<file path="src/rtl/hd44780_reader_if.sv">
// rtl/hd44780_reader_if.sv - request/response and LCD pin bundle for the HD44780 read path
interface hd44780_reader_if;
   logic       start_strobe;
   logic       rs_sel;
   logic       poll_busy;
   logic [3:0] lcd_data_i;
   logic       lcd_rs;
   logic       lcd_rw;
   logic       lcd_e;
   logic       bus_busy;
   logic [7:0] DAT_O;
   logic       end_strobe;
   logic       timeout_o;
   logic [7:0] reads_o;

   modport master (
      output start_strobe, rs_sel, poll_busy, lcd_data_i,
      input  lcd_rs, lcd_rw, lcd_e, bus_busy, DAT_O, end_strobe, timeout_o, reads_o
   );

   modport slave (
      input  start_strobe, rs_sel, poll_busy, lcd_data_i,
      output lcd_rs, lcd_rw, lcd_e, bus_busy, DAT_O, end_strobe, timeout_o, reads_o
   );
endinterface

</file>
<file path="src/rtl/hd44780_reader.sv">
// rtl/hd44780_reader.sv - HD44780 4-bit read sequencer (status/data read, optional BF polling)
module hd44780_reader #(
   parameter int ADDR_SETUP_CYC = 3,
   parameter int E_HIGH_CYC     = 12,
   parameter int E_LOW_CYC      = 12,
   parameter int CYC_BITS       = 5,
   parameter int POLL_MAX       = 200
) (
   input  logic               CLK_I,
   input  logic               RST_I,
   hd44780_reader_if.slave    bus
);

   typedef enum logic [2:0] {
      IDLE  = 3'd0,
      SETUP = 3'd1,
      EH_HI = 3'd2,
      EL_HI = 3'd3,
      EH_LO = 3'd4,
      EL_LO = 3'd5,
      DONE  = 3'd6
   } state_t;

   localparam logic [CYC_BITS-1:0] L_SETUP = CYC_BITS'(ADDR_SETUP_CYC - 1);
   localparam logic [CYC_BITS-1:0] L_EHIGH = CYC_BITS'(E_HIGH_CYC - 1);
   localparam logic [CYC_BITS-1:0] L_ELOW  = CYC_BITS'(E_LOW_CYC - 1);
   localparam logic [7:0]          L_PMAX  = 8'(POLL_MAX);

   state_t              r_state;
   logic [CYC_BITS-1:0] r_cnt;
   logic                r_rs;
   logic                r_poll;
   logic [7:0]          r_reads;
   logic                r_lcd_rs;
   logic                r_lcd_rw;
   logic                r_lcd_e;
   logic                r_bus_busy;
   logic [7:0]          r_dat;
   logic                r_end;
   logic                r_timeout;
   logic [7:0]          r_reads_o;

   state_t              w_state_next;
   logic [CYC_BITS-1:0] w_cnt_next;
   logic                w_cnt_zero;
   logic                w_accept;
   logic                w_timeout_set;
   logic                w_poll_active;
   logic                w_active;
   logic                w_e_phase;

   assign w_cnt_zero    = (r_cnt == '0);
   assign w_poll_active = r_poll && !r_rs;
   assign w_active      = (r_state == SETUP) || (r_state == EH_HI) || (r_state == EL_HI) ||
                          (r_state == EH_LO) || (r_state == EL_LO);
   assign w_e_phase     = (r_state == EH_HI) || (r_state == EH_LO);

   // Phase counter counts down to zero, then the next state reloads it.
   always_comb begin
      w_state_next  = r_state;
      w_cnt_next    = w_cnt_zero ? r_cnt : r_cnt - 1'b1;
      w_accept      = 1'b0;
      w_timeout_set = 1'b0;
      case (r_state)
         IDLE: begin
            if (bus.start_strobe) begin
               w_accept     = 1'b1;
               w_state_next = SETUP;
               w_cnt_next   = L_SETUP;
            end
         end
         SETUP: begin
            if (w_cnt_zero) begin
               w_state_next = EH_HI;
               w_cnt_next   = L_EHIGH;
            end
         end
         EH_HI: begin
            if (w_cnt_zero) begin
               w_state_next = EL_HI;
               w_cnt_next   = L_ELOW;
            end
         end
         EL_HI: begin
            if (w_cnt_zero) begin
               w_state_next = EH_LO;
               w_cnt_next   = L_EHIGH;
            end
         end
         EH_LO: begin
            if (w_cnt_zero) begin
               w_state_next = EL_LO;
               w_cnt_next   = L_ELOW;
            end
         end
         EL_LO: begin
            if (w_cnt_zero) begin
               if (w_poll_active && r_dat[7] && (r_reads < L_PMAX)) begin
                  w_state_next = EH_HI;
                  w_cnt_next   = L_EHIGH;
               end else begin
                  w_timeout_set = w_poll_active && r_dat[7];
                  w_state_next  = DONE;
                  w_cnt_next    = '0;
               end
            end
         end
         DONE: begin
            w_state_next = IDLE;
            w_cnt_next   = '0;
         end
         default: begin
            w_state_next = IDLE;
            w_cnt_next   = '0;
         end
      endcase
   end

   // Pin outputs are registered from the current state, so they trail it by one cycle.
   always_ff @(posedge CLK_I) begin
      if (RST_I) begin
         r_state    <= IDLE;
         r_cnt      <= '0;
         r_rs       <= 1'b0;
         r_poll     <= 1'b0;
         r_reads    <= '0;
         r_lcd_rs   <= 1'b0;
         r_lcd_rw   <= 1'b0;
         r_lcd_e    <= 1'b0;
         r_bus_busy <= 1'b0;
         r_dat      <= '0;
         r_end      <= 1'b0;
         r_timeout  <= 1'b0;
         r_reads_o  <= '0;
      end else begin
         r_state    <= w_state_next;
         r_cnt      <= w_cnt_next;
         r_bus_busy <= w_active;
         r_lcd_rw   <= w_active;
         r_lcd_rs   <= w_active ? r_rs : 1'b0;
         r_lcd_e    <= w_e_phase;
         r_end      <= (r_state == DONE);
         if (w_accept) begin
            r_rs      <= bus.rs_sel;
            r_poll    <= bus.poll_busy;
            r_reads   <= '0;
            r_timeout <= 1'b0;
         end
         if ((r_state == EH_HI) && w_cnt_zero) begin
            r_dat[7:4] <= bus.lcd_data_i;
         end
         if ((r_state == EH_LO) && w_cnt_zero) begin
            r_dat[3:0] <= bus.lcd_data_i;
            r_reads    <= r_reads + 8'd1;
         end
         if (w_timeout_set) begin
            r_timeout <= 1'b1;
         end
         if (r_state == DONE) begin
            r_reads_o <= r_reads;
         end
      end
   end

   assign bus.lcd_rs     = r_lcd_rs;
   assign bus.lcd_rw     = r_lcd_rw;
   assign bus.lcd_e      = r_lcd_e;
   assign bus.bus_busy   = r_bus_busy;
   assign bus.DAT_O      = r_dat;
   assign bus.end_strobe = r_end;
   assign bus.timeout_o  = r_timeout;
   assign bus.reads_o    = r_reads_o;

endmodule

</file>
<file path="src/flat_wrapper.sv">
// flat-port wrapper written by rule: the top's interface ports become plain ports
module hd44780_reader_flat 
#(
   parameter int ADDR_SETUP_CYC = 3,
   parameter int E_HIGH_CYC     = 12,
   parameter int E_LOW_CYC      = 12,
   parameter int CYC_BITS       = 5,
   parameter int POLL_MAX       = 200
)
  (CLK_I, RST_I, bus_start_strobe, bus_rs_sel, bus_poll_busy, bus_lcd_data_i, bus_lcd_rs, bus_lcd_rw, bus_lcd_e, bus_bus_busy, bus_DAT_O, bus_end_strobe, bus_timeout_o, bus_reads_o);
  hd44780_reader_if bus_i ();
  input  logic CLK_I;
  input  logic RST_I;
  input wire logic [$bits(bus_i.start_strobe)-1:0] bus_start_strobe;
  input wire logic [$bits(bus_i.rs_sel)-1:0] bus_rs_sel;
  input wire logic [$bits(bus_i.poll_busy)-1:0] bus_poll_busy;
  input wire logic [$bits(bus_i.lcd_data_i)-1:0] bus_lcd_data_i;
  output wire logic [$bits(bus_i.lcd_rs)-1:0] bus_lcd_rs;
  output wire logic [$bits(bus_i.lcd_rw)-1:0] bus_lcd_rw;
  output wire logic [$bits(bus_i.lcd_e)-1:0] bus_lcd_e;
  output wire logic [$bits(bus_i.bus_busy)-1:0] bus_bus_busy;
  output wire logic [$bits(bus_i.DAT_O)-1:0] bus_DAT_O;
  output wire logic [$bits(bus_i.end_strobe)-1:0] bus_end_strobe;
  output wire logic [$bits(bus_i.timeout_o)-1:0] bus_timeout_o;
  output wire logic [$bits(bus_i.reads_o)-1:0] bus_reads_o;
  assign bus_i.start_strobe = bus_start_strobe;
  assign bus_i.rs_sel = bus_rs_sel;
  assign bus_i.poll_busy = bus_poll_busy;
  assign bus_i.lcd_data_i = bus_lcd_data_i;
  assign bus_lcd_rs = bus_i.lcd_rs;
  assign bus_lcd_rw = bus_i.lcd_rw;
  assign bus_lcd_e = bus_i.lcd_e;
  assign bus_bus_busy = bus_i.bus_busy;
  assign bus_DAT_O = bus_i.DAT_O;
  assign bus_end_strobe = bus_i.end_strobe;
  assign bus_timeout_o = bus_i.timeout_o;
  assign bus_reads_o = bus_i.reads_o;
  hd44780_reader #(.ADDR_SETUP_CYC(ADDR_SETUP_CYC), .E_HIGH_CYC(E_HIGH_CYC), .E_LOW_CYC(E_LOW_CYC), .CYC_BITS(CYC_BITS), .POLL_MAX(POLL_MAX)) u_core (.CLK_I(CLK_I), .RST_I(RST_I), .bus(bus_i));
endmodule
</file>
<file path="config.mk">
export PLATFORM = sky130hd
export DESIGN_NAME = hd44780_reader_flat
export DESIGN_NICKNAME = d
export VERILOG_FILES = /design/src/rtl/hd44780_reader_if.sv /design/src/rtl/hd44780_reader.sv /design/src/flat_wrapper.sv
export SDC_FILE = /design/constraint.sdc
export NUM_CORES = 1
export LEC_CHECK = 0
export ABC_AREA = 1
export ABC_CLOCK_PERIOD_IN_PS = 3000
export CAP_MARGIN = 40
export CORE_ASPECT_RATIO = 0.7
export CORE_MARGIN = 3
export CORE_UTILIZATION = 56
export DETAILED_ROUTE_END_ITERATION = 10
export PLACE_DENSITY = 0.84
export SLEW_MARGIN = 20
export SYNTH_ARGS = -nofsm -noshare
export SYNTH_HDL_FRONTEND = slang
export SYNTH_SLANG_ARGS = --single-unit
</file>
<file path="constraint.sdc">
create_clock -name CLK_I -period 3 [get_ports CLK_I]
set_input_delay 0.45 -clock CLK_I [delete_from_list [all_inputs] [get_ports CLK_I]]
set_output_delay 0.45 -clock CLK_I [all_outputs]
set_load 0.005 [all_outputs]
</file>
# --- After elaboration in Yosys (flattened, before gate mapping) ---
# Index checks and enable logic that the tools add are counted.
totals:
  register_bits: 39
  latchBits: 0
  in_bits: 9
  mem_bits_rw: 0
  elab_cells: 70
  mem_count: 0
  rom_bits: 0
  output_inout_bits: 22
op_classes:
  eq_ne: 12
  reduce_logical: 18
  magnitude_cmp: 1
  multipliers: 0
  n_mux: 23
  n_div: 0
  n_shift: 0
  bitwise_logic: 1
  addsub: 2
op_table:
  columns: ["op", "n"]
  rows:
  - ["3-bit two-way mux", 7]
  - ["5-bit two-way mux", 4]
  - ["3-bit one-hot mux with 6 select lines", 1]
  - ["8-bit two-way mux", 2]
  - ["5-bit one-hot mux with 3 select lines", 1]
  - ["2-bit by 1-bit != test with 1-bit output (second input constant)", 5]
  - ["3-bit equality test (second input constant)", 3]
  - ["8-bit by 1-bit adder with 8-bit output (second input constant)", 1]
  - ["8-bit less-than comparator (second input constant)", 1]
  - ["1-bit two-way mux", 7]
  - ["3-bit by 2-bit equality test with 1-bit output (second input constant)", 2]
  - ["6-bit AND reduction", 1]
  - ["1-bit logical AND", 5]
  - ["5-bit logical NOT", 1]
  - ["1-bit logical OR", 5]
  - ["5-bit by 1-bit subtractor with 5-bit output (second input constant)", 1]
  - ["4-bit two-way mux", 1]
  - ["2-bit nonzero test", 2]
  - ["4-bit OR reduction", 1]
  - ["3-bit by 1-bit equality test with 1-bit output (second input constant)", 1]
  - ["3-bit logical NOT", 1]
  - ["2-bit != test (second input constant)", 1]
  - ["2-bit OR reduction", 1]
  - ["1-bit logical NOT", 1]
  - ["1-bit inverter", 1]

# --- Depth between registers and ports, before layout ---
# Gate-level depths: netlist of the first run.
logic_depth:
  ltp_word: 8
  mapped_depth: 9

# --- Worst setup path after synthesis of the first run ---
# OpenSTA, ideal clock, no wires.
synth_timing:
  path_type: "register to register"
  from: "reg u_core.r_cnt[0]"
  to: "reg u_core.r_cnt[0]"
  path_stages_with_launch: 7
  t_arrival_ps: 1229
  n_path_buf: 0
  required_ps: 2865
  synth_period_minus_slack_ps: 1364
  path_slack_ps: 1636
  cell_sequence: "dfxtp_1 inv_1 ha_1 nand3_4 ha_1 a21oi_1 a21oi_1"
synth_via:
  elab_chain_len: 4
  word_cells_on_any_way: 7
  cone_classes: "1 x add/sub; 5 x mux; 1 x reduce/logical"
synth_rtl:
  columns: ["item", "line", "rtl"]
  rows:
  - ["from (decl)", "hd44780_reader.sv:30", "logic [CYC_BITS-1:0] r_cnt;"]
  - ["from (signal assigned)", "hd44780_reader.sv:137", "r_cnt <= w_cnt_next;"]
  - ["5-bit by 1-bit subtractor with 5-bit output or 5-bit logical NOT (tied branches)", "hd44780_reader.sv:61, hd44780_reader.sv:52", null]
  - ["5-bit two-way mux", "hd44780_reader.sv:61", "w_cnt_next = w_cnt_zero ? r_cnt : r_cnt - 1'b1;"]
  - ["5-bit two-way mux, on equally long branches", null, null]
  - ["5-bit one-hot mux with 3 select lines (*)", "hd44780_reader.sv:64", "case (r_state)"]
# Every way passes the cells marked *; elsewhere a longest branch is shown, timed or not.
# A chain may end at the register's enable or synchronous reset.

==> results of run 1 <==
report_power, final:
| part | switching [mW] | internal [mW] | total (mW) |
|---|---|---|---|
| combinational | 0.355 | 0.219 | 0.574 |
| sequential | 0.0601 | 0.580 | 0.640 |
| clock | 0.184 | 0.162 | 0.346 |
sequential cells by signal, indices dropped and copies added, names as in the netlist, 3 cells and up:
register            flops
u_core.bus.reads_o      8
u_core.r_cnt            5
u_core.r_state          3
u_core.bus.DAT_O        8
u_core.r_reads          8
cells in the mapped netlist, drive strengths merged:
library cell  number  area [µm²]
ha                 3        37.5
a21oi             25         151
dfxtp             39         781
nor3               1        5.00
nand4              1        6.26
o21ai             27         150
inv               22        87.6
nand3             12        95.1
xnor2              2        17.5
buf                4        33.8
nand2             49         196
or2                1        6.26
clkbuf             2        7.51
nor4               1        6.26
nor2              48         211
cells by family (layout without fill, tap and decap cells):
group | after synthesis | count (layout) | synth area share, %
AO/OA/AOI/OAI | 52 | 52 | 16.8
flip-flops | 39 | 39 | 43.5
buffers and inverters | 28 | 60 | 7.19
adder cells (fa/ha/maj) | 3 | 3 | 2.09
AND/OR/NAND/NOR | 113 | 113 | 29.4
XOR/XNOR | 2 | 2 | 0.977
worst register-to-register path, stage by stage, from the launching register on:
cell                      delay (ns)
sky130_fd_sc_hd__dfxtp_1        0.33
sky130_fd_sc_hd__inv_1          0.10
sky130_fd_sc_hd__ha_1           0.25
sky130_fd_sc_hd__nand3_4        0.19
sky130_fd_sc_hd__nor2_8         0.25
sky130_fd_sc_hd__inv_4          0.08
sky130_fd_sc_hd__nand2_2        0.09
sky130_fd_sc_hd__inv_4          0.06
sky130_fd_sc_hd__nand2_1        0.07
sky130_fd_sc_hd__a21oi_2        0.05
path summary, 6_finish.rpt:
| path | slack (ns) | end | startpoint |
|---|---|---|---|
| hold / removal | 0.47 | u_core.r_cnt[4] | u_core.r_cnt[4] |
| setup reg to reg | 1.39 | u_core.r_reads[6] | u_core.r_cnt[0] |
| hold reg to reg | 0.47 | u_core.r_cnt[4] | u_core.r_cnt[4] |
| setup / recovery | 0.98 | u_core.r_cnt[3] | RST_I |
per-layer routing:
layer | up-vias | global-route usage, % | share of wire (%)
li1 | 833 | - | -
met1 | 723 | 32.2 | 50
met2 | 64 | 32.4 | 39
met3 | 4 | 6.07 | 10
met4 | 0 | 9.64 | 1.1
met5 | - | 0 | 0
per-stage QoR:
step           util, %  total power [mW]  instances
3_5_place_dp      71.7              1.21        297
4_1_cts           74.7              1.56        305
2_1_floorplan        -              1.06        237
3_3_place_gp      71.7              1.20        297
5_1_grt           74.7              1.67        305
6_report          74.7              1.56        305
cell type report:
type                    instances  area share, %
flip-flops and latches         39           35.8
inverters                      22           4.01
clock inverters                 2          0.573
repair buffers                 30           13.8
clock buffers                   6           3.33
multi-input cells             170           40.5
well taps                      36           2.06
==> out/qor.log, run 1 <==
INFO  outcome        outcome=finished, final reports clean
INFO  cells_and_area design.final.nets=280
INFO  timing         final.min_clock_period=2.02ns
INFO  clock_network  tritoncts_clock_tree=built
INFO  worst_setup_path cp_top_family=buffers and inverters
INFO  cells_and_area area_growth_synth_to_finish=21.7%
INFO  worst_setup_path path_cells=clkdlybuf4s50_1 > inv_1 > nand2_1 > inv_1 > o21ai_0 > a21oi_1
INFO  yosys          ys_warn_count=0
INFO  hold_path      hold_depth=2
INFO  placed_design  gp_routability_congestion=0.847
INFO  yosys          synth_area=1790µm²
INFO  global_route   global_route_wire_length_before_repair=6710µm
INFO  route          postRouteAntennaNets=0
INFO  worst_setup_path crit_arrival=2.25ns
INFO  global_route   initial_antenna_violation_count=0
INFO  die            initial_core_util=61.3%
INFO  placed_design  hpwl=2840µm
INFO  flow_run       cap_viol_max_count=0
INFO  timing         finalSetupViolations=0
INFO  yosys          avg_synthesized_cell_area=7.57µm²
INFO  yosys          synth.ff_latch_count=39
INFO  worst_setup_path path_depth=6
INFO  route          vias_per_cell=5.32
INFO  pwr            cellLeakagePower=0.896nW
INFO  timing         rsz0062_at_grt=false
INFO  die            floorplan.die.width=73.6µm
INFO  worst_setup_path max_stage_delay=0.68ns
INFO  yosys          post_synthesis_cells=237
INFO  timing         worst_slew_pin_slew=0.564ns
INFO  timing         upper_clock_frequency_limit=495MHz
INFO  global_route   overall_fraction_of_global_route_tracks_in_use=22.8%
INFO  yosys          mappedNetlistNets=249
INFO  global_route   maximum_number_of_pins_on_one_net_before_global_route_repair=24
INFO  worst_setup_path worst_setup_path_start_kind=input port
INFO  worst_setup_path crit_slowest_cell=sky130_fd_sc_hd__clkdlybuf4s50_1
INFO  worst_setup_path critical_path.max_fanout=23
INFO  yosys          synth_sequential_area_ratio=43.5%
INFO  cells_and_area final_layout_size_suffix_gt1_share=12.6%
INFO  cells_and_area num_antenna_cells=0
INFO  die            core.rowCount=16
INFO  cells_and_area mostFrequentLayoutCell=sky130_fd_sc_hd__nand2_1
INFO  clock_network  ctsResizeCount=0
INFO  timing         period_share=67.3%
INFO  yosys          yosysUniqueCellTypes=28
INFO  timing         fin_worst_hold_slack=0.466ns
INFO  die            ioPinCount=31
INFO  worst_setup_path setup.worst_path.class=in -> reg
INFO  global_route   overflow=0
INFO  cells_and_area layout.filler_cells=238
INFO  route          dr.first_iter.drc_count=96
INFO  worst_setup_path reg2reg_depth=9
INFO  hold_path      hp-class=reg -> reg
INFO  clock_network  clock_sinks=39
INFO  timing         fin_worst_skew=0.00355ns
INFO  placed_design  cell_area_reported_after_detailed_placement=2100µm²
INFO  placed_design  numPortBuffers=30
INFO  clock_network  cts.repair_timing.setup_buffer_count=0
INFO  placed_design  preCtsSetupSlack=0.702ns
INFO  worst_setup_path worst-endpoint-required=3.23ns
INFO  cells_and_area seqCellArea=781µm²
INFO  die            core=2920µm²
INFO  cells_and_area final_cell_mix=sky130_fd_sc_hd__nand2_1, sky130_fd_sc_hd__nor2_1, sky130_fd_sc_hd__dfxtp_1
INFO  clock_network  h-tree-depth=2
INFO  timing         finalSetupTns=0ns
INFO  cells_and_area multiInputGateArea=883µm²
INFO  clock_network  hold_buffers=0
INFO  clock_network  worstSkewPairLatency=0.29ns
INFO  timing         post-route-worst-setup-slack=0.980ns
INFO  timing         maxSlewViolCount=0
INFO  clock_network  max-clock-path-buffers=2
INFO  die            die_h=53.3µm
INFO  timing         timing_hold_violations_final=0
INFO  pwr            vdd.ir_drop.worst=0.000594V
INFO  route          routed-via-count=1624
INFO  route          drt_wirelength=3880µm
INFO  worst_setup_path cp.buffers_inverters=3
INFO  clock_network  clock_slew_at_reported_path_ffs=0.07ns
INFO  route          first_pass_iters=4
INFO  worst_setup_path worstSetupEndpointType=flip-flop
INFO  clock_network  cts_inserted_buffers=5
INFO  route          drcViolationCount=0
INFO  worst_setup_path cp_common_cell=sky130_fd_sc_hd__inv_1
INFO  clock_network  clockRootBuffer=sky130_fd_sc_hd__clkbuf_8
INFO  route          wl_per_cell=12.7µm
INFO  timing         timing.max_slew.rel_slack=62.4%
INFO  pwr            power_per_cell_area=715nW/µm²
INFO  die            dieArea=3930µm²
INFO  cells_and_area post-route-cell-area=2180µm²
INFO  global_route   grt_pass1_vias=1460
(Power assumes the default switching activity.)
==> run 2: changes to the inputs <==
ABC_CLOCK_PERIOD_IN_PS = 1990   (was 3000)
CORE_UTILIZATION = 52   (was 56)
PLACE_DENSITY = 0.79   (was 0.84)
clock period = 1.99 ns   (was 3 ns; I/O delays follow)
==> out/qor.log, run 2 (synthesis results as in run 1) <==
INFO  cells_and_area layout.filler_cells=287 [+21%]
INFO  route          dr.first_iter.drc_count=105 [+9.4%]
INFO  pwr            internal_power=1.48mW [+54%]
INFO  worst_setup_path crit_slowest_cell=sky130_fd_sc_hd__dfxtp_1
INFO  pwr            power_frac_clock=22.7% [+0.5 points]
INFO  pwr            vdd.ir_drop.worst=0.000802V [+35%]
INFO  worst_setup_path cp.buffers_inverters=3 [unchanged]
INFO  die            ioPinCount=31 [unchanged]
INFO  placed_design  numPortBuffers=30 [unchanged]
INFO  cells_and_area multiInputGateArea=883µm² [unchanged]
INFO  pwr            power_switching_share=37.3% [-1.1 points]
INFO  die            initial_core_util=55.5% [-5.9 points]
INFO  worst_setup_path crit_arrival=1.71ns [-0.54 ns]
INFO  pwr            power_per_cell_area=1060nW/µm² [+48%]
INFO  outcome        outcome=finished, final reports clean
INFO  clock_network  cts.repair_timing.setup_buffer_count=0 [unchanged]
INFO  timing         finalSetupViolations=0 [unchanged]
INFO  placed_design  gp_routability_congestion=0.848 [+0.12%]
INFO  timing         upper_clock_frequency_limit=652MHz
INFO  global_route   grt_pass1_vias=1405 [-3.8%]
INFO  cells_and_area design.final.nets=283 [+1.1%]
INFO  worst_setup_path worst-endpoint-required=2.17ns [-1.06 ns]
INFO  flow_run       cap_viol_max_count=0 [unchanged]
INFO  timing         timing_hold_violations_final=0 [unchanged]
INFO  hold_path      hp-class=reg -> reg
INFO  cells_and_area final_cell_mix=sky130_fd_sc_hd__nand2_1, sky130_fd_sc_hd__nor2_1, sky130_fd_sc_hd__dfxtp_1
INFO  route          drt_wirelength=3860µm [-0.41%]
INFO  pwr            cellLeakagePower=0.916nW [+2.3%]
INFO  cells_and_area num_antenna_cells=0 [unchanged]
INFO  die            core.rowCount=17 [+1]
INFO  pwr            power.combinational.fraction=36.3% [-0.5 points]
INFO  timing         worst_slew_pin_slew=0.336ns [-0.228 ns]
INFO  worst_setup_path critical_path.max_fanout=12 [-48%]
INFO  pwr            net-switching-power=0.879mW [+47%]
INFO  timing         rsz0062_at_grt=false
INFO  cells_and_area seqCellArea=781µm² [unchanged]
INFO  timing         period_share=77.1%
INFO  worst_setup_path cp_common_cell=sky130_fd_sc_hd__inv_4
INFO  worst_setup_path path_cells=inv_1 > ha_1 > nand3_4 > nor2_8 > inv_4 > nand2_2 > inv_4 > nand2_1 > a21oi_2
INFO  clock_network  ctsResizeCount=0 [unchanged]
INFO  global_route   overflow=0 [unchanged]
INFO  route          routed-via-count=1604 [-1.2%]
INFO  worst_setup_path setup.worst_path.class=reg -> reg
INFO  die            dieArea=4200µm² [+6.9%]
INFO  clock_network  clockRootBuffer=sky130_fd_sc_hd__clkbuf_8
INFO  route          wl_per_cell=12.1µm [-4.5%]
INFO  worst_setup_path worst_setup_path_start_kind=flip-flop
INFO  timing         timing.max_slew.rel_slack=77.5% [+15 points]
INFO  route          first_pass_iters=5 [+1]
INFO  clock_network  tritoncts_clock_tree=built
INFO  clock_network  worstSkewPairLatency=0.29ns [about the same]
INFO  worst_setup_path worstSetupEndpointType=flip-flop
INFO  route          postRouteAntennaNets=0 [unchanged]
INFO  die            die_h=55.1µm [+3.4%]
INFO  cells_and_area mostFrequentLayoutCell=sky130_fd_sc_hd__nand2_1
INFO  timing         finalSetupTns=0ns [unchanged]
INFO  worst_setup_path cp_top_family=simple AND/OR/NAND/NOR gates
INFO  die            core=3230µm² [+11%]
INFO  timing         fin_worst_skew=0.00244ns [-0.00111 ns]
INFO  timing         maxSlewViolCount=0 [unchanged]
INFO  pwr            pwr-share-seq=41.0% [about the same]
INFO  global_route   maximum_number_of_pins_on_one_net_before_global_route_repair=23 [-4.2%]
INFO  clock_network  hold_buffers=0 [unchanged]
INFO  route          drcViolationCount=0 [unchanged]
INFO  die            floorplan.die.width=76.2µm [+3.5%]
INFO  cells_and_area area_growth_synth_to_finish=23.9%
INFO  clock_network  clock_sinks=39 [unchanged]
INFO  cells_and_area post-route-cell-area=2220µm² [+1.8%]
INFO  worst_setup_path max_stage_delay=0.33ns [-0.35 ns]
INFO  clock_network  clock_slew_at_reported_path_ffs=0.07ns [about the same]
INFO  clock_network  h-tree-depth=2 [unchanged]
INFO  clock_network  max-clock-path-buffers=2 [unchanged]
INFO  pwr            p_total=2.36mW [+51%]
INFO  global_route   global_route_wire_length_before_repair=6330µm [-5.6%]
INFO  timing         final.min_clock_period=1.53ns
INFO  global_route   overall_fraction_of_global_route_tracks_in_use=19.8% [-3.1 points]
INFO  global_route   initial_antenna_violation_count=0 [unchanged]
INFO  cells_and_area final_layout_size_suffix_gt1_share=13.7% [+1.0 points]
INFO  placed_design  cell_area_reported_after_detailed_placement=2130µm² [+1.7%]
INFO  timing         fin_worst_hold_slack=0.464ns [-0.00197 ns]
INFO  route          vias_per_cell=5.04 [-5.3%]
INFO  clock_network  cts_inserted_buffers=5 [unchanged]
INFO  placed_design  hpwl=2820µm [-0.62%]
[run 2: cell types whose count changed in the layout (fill, tap and decap cells not counted), sizes merged]
cell / before / now
buf: 0 / 3
clkinvlp: 1 / 0
[run 2: worst paths after layout]
path | start | to | slack (ns) | depth (start not counted)
min | u_core.r_rs | u_core.bus.lcd_rs | 0.46 | 2
max reg2reg | u_core.r_cnt[0] | u_core.r_reads[4] | 0.46 | 9
min reg2reg | u_core.r_rs | u_core.bus.lcd_rs | 0.46 | 2
max | u_core.r_cnt[0] | u_core.r_reads[4] | 0.46 | 9
[run 2: metal layers]
metal | up-vias | GRT usage, % | wire, µm
met5 | - | 0 | 0
met4 | 0 | 9.04 | 0
met3 | 0 | 4.69 | 347
met2 | 61 | 29.3 | 1510
met1 | 714 | 27.7 | 2000
li1 | 829 | - | -
[run 2: per-stage QoR]
step / util (%) / std cells / setup WS (ns)
finish: 68.7 / 318 / 0.455
global route: 68.7 / 318 / 0.322
CTS: 68.7 / 318 / 0.450
detailed placement: 66.0 / 311 / 0.445
global placement: 66.0 / 311 / 0.433
floorplan: - / 237 / 0.626
[run 2: worst register-to-register path: cells and delay by family, from the launching register on]
family / cells / cell delay [ns]
compound gates: 1 / 0.05
fa+ha+maj: 1 / 0.24
buf+inv: 3 / 0.22
flops: 1 / 0.33
simple gates: 4 / 0.60
[run 2: power by group through the flow]
| stage | registers, mW | logic [mW] | clock network, mW |
|---|---|---|---|
| after global routing | 0.981 | 0.960 | 0.581 |
| after floorplan | 0.968 | 0.635 | 0 |
| after detailed placement | 0.981 | 0.847 | 0 |
| after global placement | 0.979 | 0.839 | 0 |
| after CTS | 0.965 | 0.850 | 0.548 |
| final | 0.967 | 0.856 | 0.534 |
[run 2: area by class of cell]
cell class | instances | share of cell area, %
Multi-Input combinational cell | 170 | 39.8
Clock inverter | 1 | 0.225
Clock buffer | 6 | 3.72
Timing Repair Buffer | 33 | 14.5
Sequential cell | 39 | 35.2
Tap cell | 47 | 2.65
Inverter | 22 | 3.94
==> run 3: changes to the inputs <==
ABC_CLOCK_PERIOD_IN_PS = 1410   (was 1990)
CORE_UTILIZATION = 47   (was 52)
PLACE_DENSITY = 0.75   (was 0.79)
clock period = 1.41 ns   (was 1.99 ns; I/O delays follow)
==> out/qor.log, run 3 (synthesis results as in run 1) <==
INFO  cells_and_area area_growth_synth_to_finish=34.2%
INFO  route          vias_per_cell=4.98 [-1.3%]
INFO  timing         fin_worst_skew=0.00759ns [+0.00515 ns]
INFO  clock_network  clock_slew_at_reported_path_ffs=0.07ns [about the same]
INFO  clock_network  h-tree-depth=2 [unchanged]
INFO  clock_network  clock_sinks=39 [unchanged]
INFO  pwr            vdd.ir_drop.worst=0.000738V [-8.0%]
INFO  die            initial_core_util=49.8% [-5.7 points]
INFO  route          first_pass_iters=4 [-1]
INFO  timing         rsz0062_at_grt=true
INFO  route          wl_per_cell=12.3µm [+0.96%]
INFO  route          dr.max_layer_used=met4
INFO  worst_setup_path worstSetupEndpointType=flip-flop
INFO  route          detailroute.wirelength.met2=1610µm [+6.3%]
INFO  global_route   grt_pass1_vias=1482 [+5.5%]
INFO  route          met1_wl=2050µm [+2.4%]
INFO  route          drt_wirelength=4080µm [+5.7%]
INFO  die            dieArea=4600µm² [+9.6%]
INFO  die            die_h=57.7µm [+4.6%]
INFO  clock_network  max-clock-path-buffers=2 [unchanged]
INFO  timing         worst_slew_pin_slew=0.283ns [-0.0525 ns]
INFO  cells_and_area num_antenna_cells=0 [unchanged]
INFO  cells_and_area design.final.nets=294 [+3.9%]
INFO  worst_setup_path cp_common_cell=sky130_fd_sc_hd__nand2_1
INFO  cells_and_area layout.filler_cells=289 [+0.70%]
INFO  worst_setup_path crit_slowest_cell=sky130_fd_sc_hd__dfxtp_2
INFO  worst_setup_path cp_top_family=simple AND/OR/NAND/NOR gates
INFO  die            core.rowCount=18 [+1]
INFO  placed_design  numPortBuffers=30 [unchanged]
INFO  timing         finalSetupTns=0ns [unchanged]
INFO  placed_design  preCtsSetupSlack=-0.0525ns [-0.497 ns]
INFO  timing         period_share=96.5% [+19 points]
INFO  route          routed-via-count=1657 [+3.3%]
INFO  die            floorplan.die.width=79.8µm [+4.8%]
INFO  worst_setup_path r2r-end=u_core.r_cnt[1]
INFO  route          dr_wl_met3=343µm [-1.2%]
INFO  flow_run       cap_viol_max_count=0 [unchanged]
INFO  die            ioPinCount=31 [unchanged]
INFO  placed_design  gp_routability_congestion=0.953 [+12%]
INFO  placed_design  hpwl=2890µm [+2.2%]
INFO  worst_setup_path reg2reg_slack=0.05ns [-0.41 ns]
INFO  pwr            cellLeakagePower=0.981nW [+7.0%]
INFO  cells_and_area layout.core_utilization=66.8% [-1.9 points]
INFO  route          postRouteAntennaNets=0 [unchanged]
INFO  hold_path      hold_depth=2 [unchanged]
INFO  timing         finalSetupViolations=0 [unchanged]
INFO  placed_design  numPlacedInstances=321 [+3.2%]
INFO  global_route   global_route_wire_length_before_repair=6570µm [+3.7%]
INFO  global_route   overflow=0 [unchanged]
INFO  worst_setup_path reg2reg_depth=8 [-1]
INFO  pwr            p_total=3.82mW [+62%]
INFO  worst_setup_path critical_path.max_fanout=7 [-5]
INFO  hold_path      holdPathEnd=u_core.bus.lcd_rs
INFO  worst_setup_path r2r_start=u_core.r_cnt[1]
INFO  worst_setup_path max_stage_delay=0.36ns [+0.03 ns]
INFO  cells_and_area number_of_standard_cells_in_the_final_layout_excluding_fillers=333 [+4.7%]
INFO  clock_network  clockRootBuffer=sky130_fd_sc_hd__clkbuf_8
INFO  timing         upper_clock_frequency_limit=735MHz [+13%]
INFO  timing         fin_worst_hold_slack=0.466ns [+0.00176 ns]
INFO  pwr            power_per_cell_area=1590nW/µm² [+49%]
INFO  timing         post-route-worst-setup-slack=0.0497ns [-0.406 ns]
INFO  clock_network  worstSkewPairLatency=0.28ns [about the same]
INFO  timing         maxSlewViolCount=0 [unchanged]
INFO  worst_setup_path crit_arrival=1.53ns [-0.18 ns]
INFO  clock_network  cts_inserted_buffers=5 [unchanged]
INFO  global_route   maximum_number_of_pins_on_one_net_before_global_route_repair=21 [-8.7%]
INFO  worst_setup_path worst_setup_path_startpoint=u_core.r_cnt[1]
INFO  route          dr.first_iter.drc_count=125 [+19%]
INFO  cells_and_area final_layout_size_suffix_gt1_share=23.0% [+9.3 points]
INFO  worst_setup_path cp.buffers_inverters=1 [-2]
INFO  worst_setup_path worst-endpoint-required=1.58ns [-0.59 ns]
INFO  timing         final.min_clock_period=1.36ns [-0.174 ns]
INFO  global_route   overall_fraction_of_global_route_tracks_in_use=18.2% [-1.5 points]
INFO  cells_and_area final_cell_mix=sky130_fd_sc_hd__nand2_1, sky130_fd_sc_hd__nor2_1, sky130_fd_sc_hd__dfxtp_1
INFO  route          drcViolationCount=0 [unchanged]
INFO  cells_and_area post-route-cell-area=2410µm² [+8.3%]
INFO  hold_path      hp-class=reg -> reg
INFO  timing         timing_hold_violations_final=0 [unchanged]
INFO  global_route   initial_antenna_violation_count=0 [unchanged]
INFO  worst_setup_path setup.worst_path.class=reg -> reg
INFO  placed_design  cell_area_reported_after_detailed_placement=2190µm² [+2.6%]
INFO  worst_setup_path worst_setup_path_start_kind=flip-flop
INFO  cells_and_area mostFrequentLayoutCell=sky130_fd_sc_hd__nand2_1
INFO  clock_network  tritoncts_clock_tree=built
INFO  die            core=3600µm² [+11%]
INFO  timing         timing.max_slew.rel_slack=80.9% [+3.4 points]
INFO  worst_setup_path path_cells=inv_2 > ha_4 > nand3_4 > nand2_1 > nand2_1 > nand2_1 > nor2_1 > a21oi_1
INFO  hold_path      min_from=u_core.r_rs
INFO  outcome        outcome=finished, final reports clean
run 3: changes by cell type in the layout (fill, tap and decap cells not counted), sizes merged:
cell | before | now
clkinv | 1 | 0
clkbuf | 6 | 8
buf | 3 | 14
run 3: worst max path at each step:
stage | to | cells after the start | slack (ns)
after floorplan | u_core.r_cnt[0] | 6 | 0.05
after global placement | u_core.bus.DAT_O[6] | 7 | 0.002
after detailed placement | u_core.bus.DAT_O[7] | 7 | -0.05
after CTS | u_core.r_reads[6] | 7 | 0.02
after global routing | u_core.r_cnt[1] | 8 | -0.03
final | u_core.r_cnt[1] | 8 | 0.05
run 3: tightest hold or removal path: stages, from the launching register on:
cell	delay, ns
sky130_fd_sc_hd__dfxtp_1	0.31
sky130_fd_sc_hd__inv_1	0.07
sky130_fd_sc_hd__nor3_1	0.05
run 3: routing by layer:
metal	vias up	track usage, %
met1	720	27.3
li1	856	-
met3	8	5.28
met5	-	0
met4	0	7.23
met2	73	24.5
run 3: power by group:
group / switching [mW] / total, mW / internal [mW]
sequential: 0.138 / 1.39 / 1.25
combinational: 0.926 / 1.63 / 0.706
clock: 0.353 / 0.799 / 0.446
total: 1.42 / 3.82 / 2.40
run 3: cell type report:
cell class                      instances  area (µm²)  share of cell area [%]
Inverter                               22        87.6                    3.64
Sequential cell                        39         790                    32.8
Timing Repair Buffer                   44         413                    17.2
Multi-Input combinational cell        170         953                    39.6
Clock buffer                            8         100                    4.16
Tap cell                               50        62.6                    2.60
run 3: timing repair:
item                                    CTS  global route
pin swaps                                 1             5
setup buffers                             0             4
hold buffers                              0             0
endpoints found under the hold margin     0             0
endpoints found under the setup margin    8            24
resized for setup                         3            23
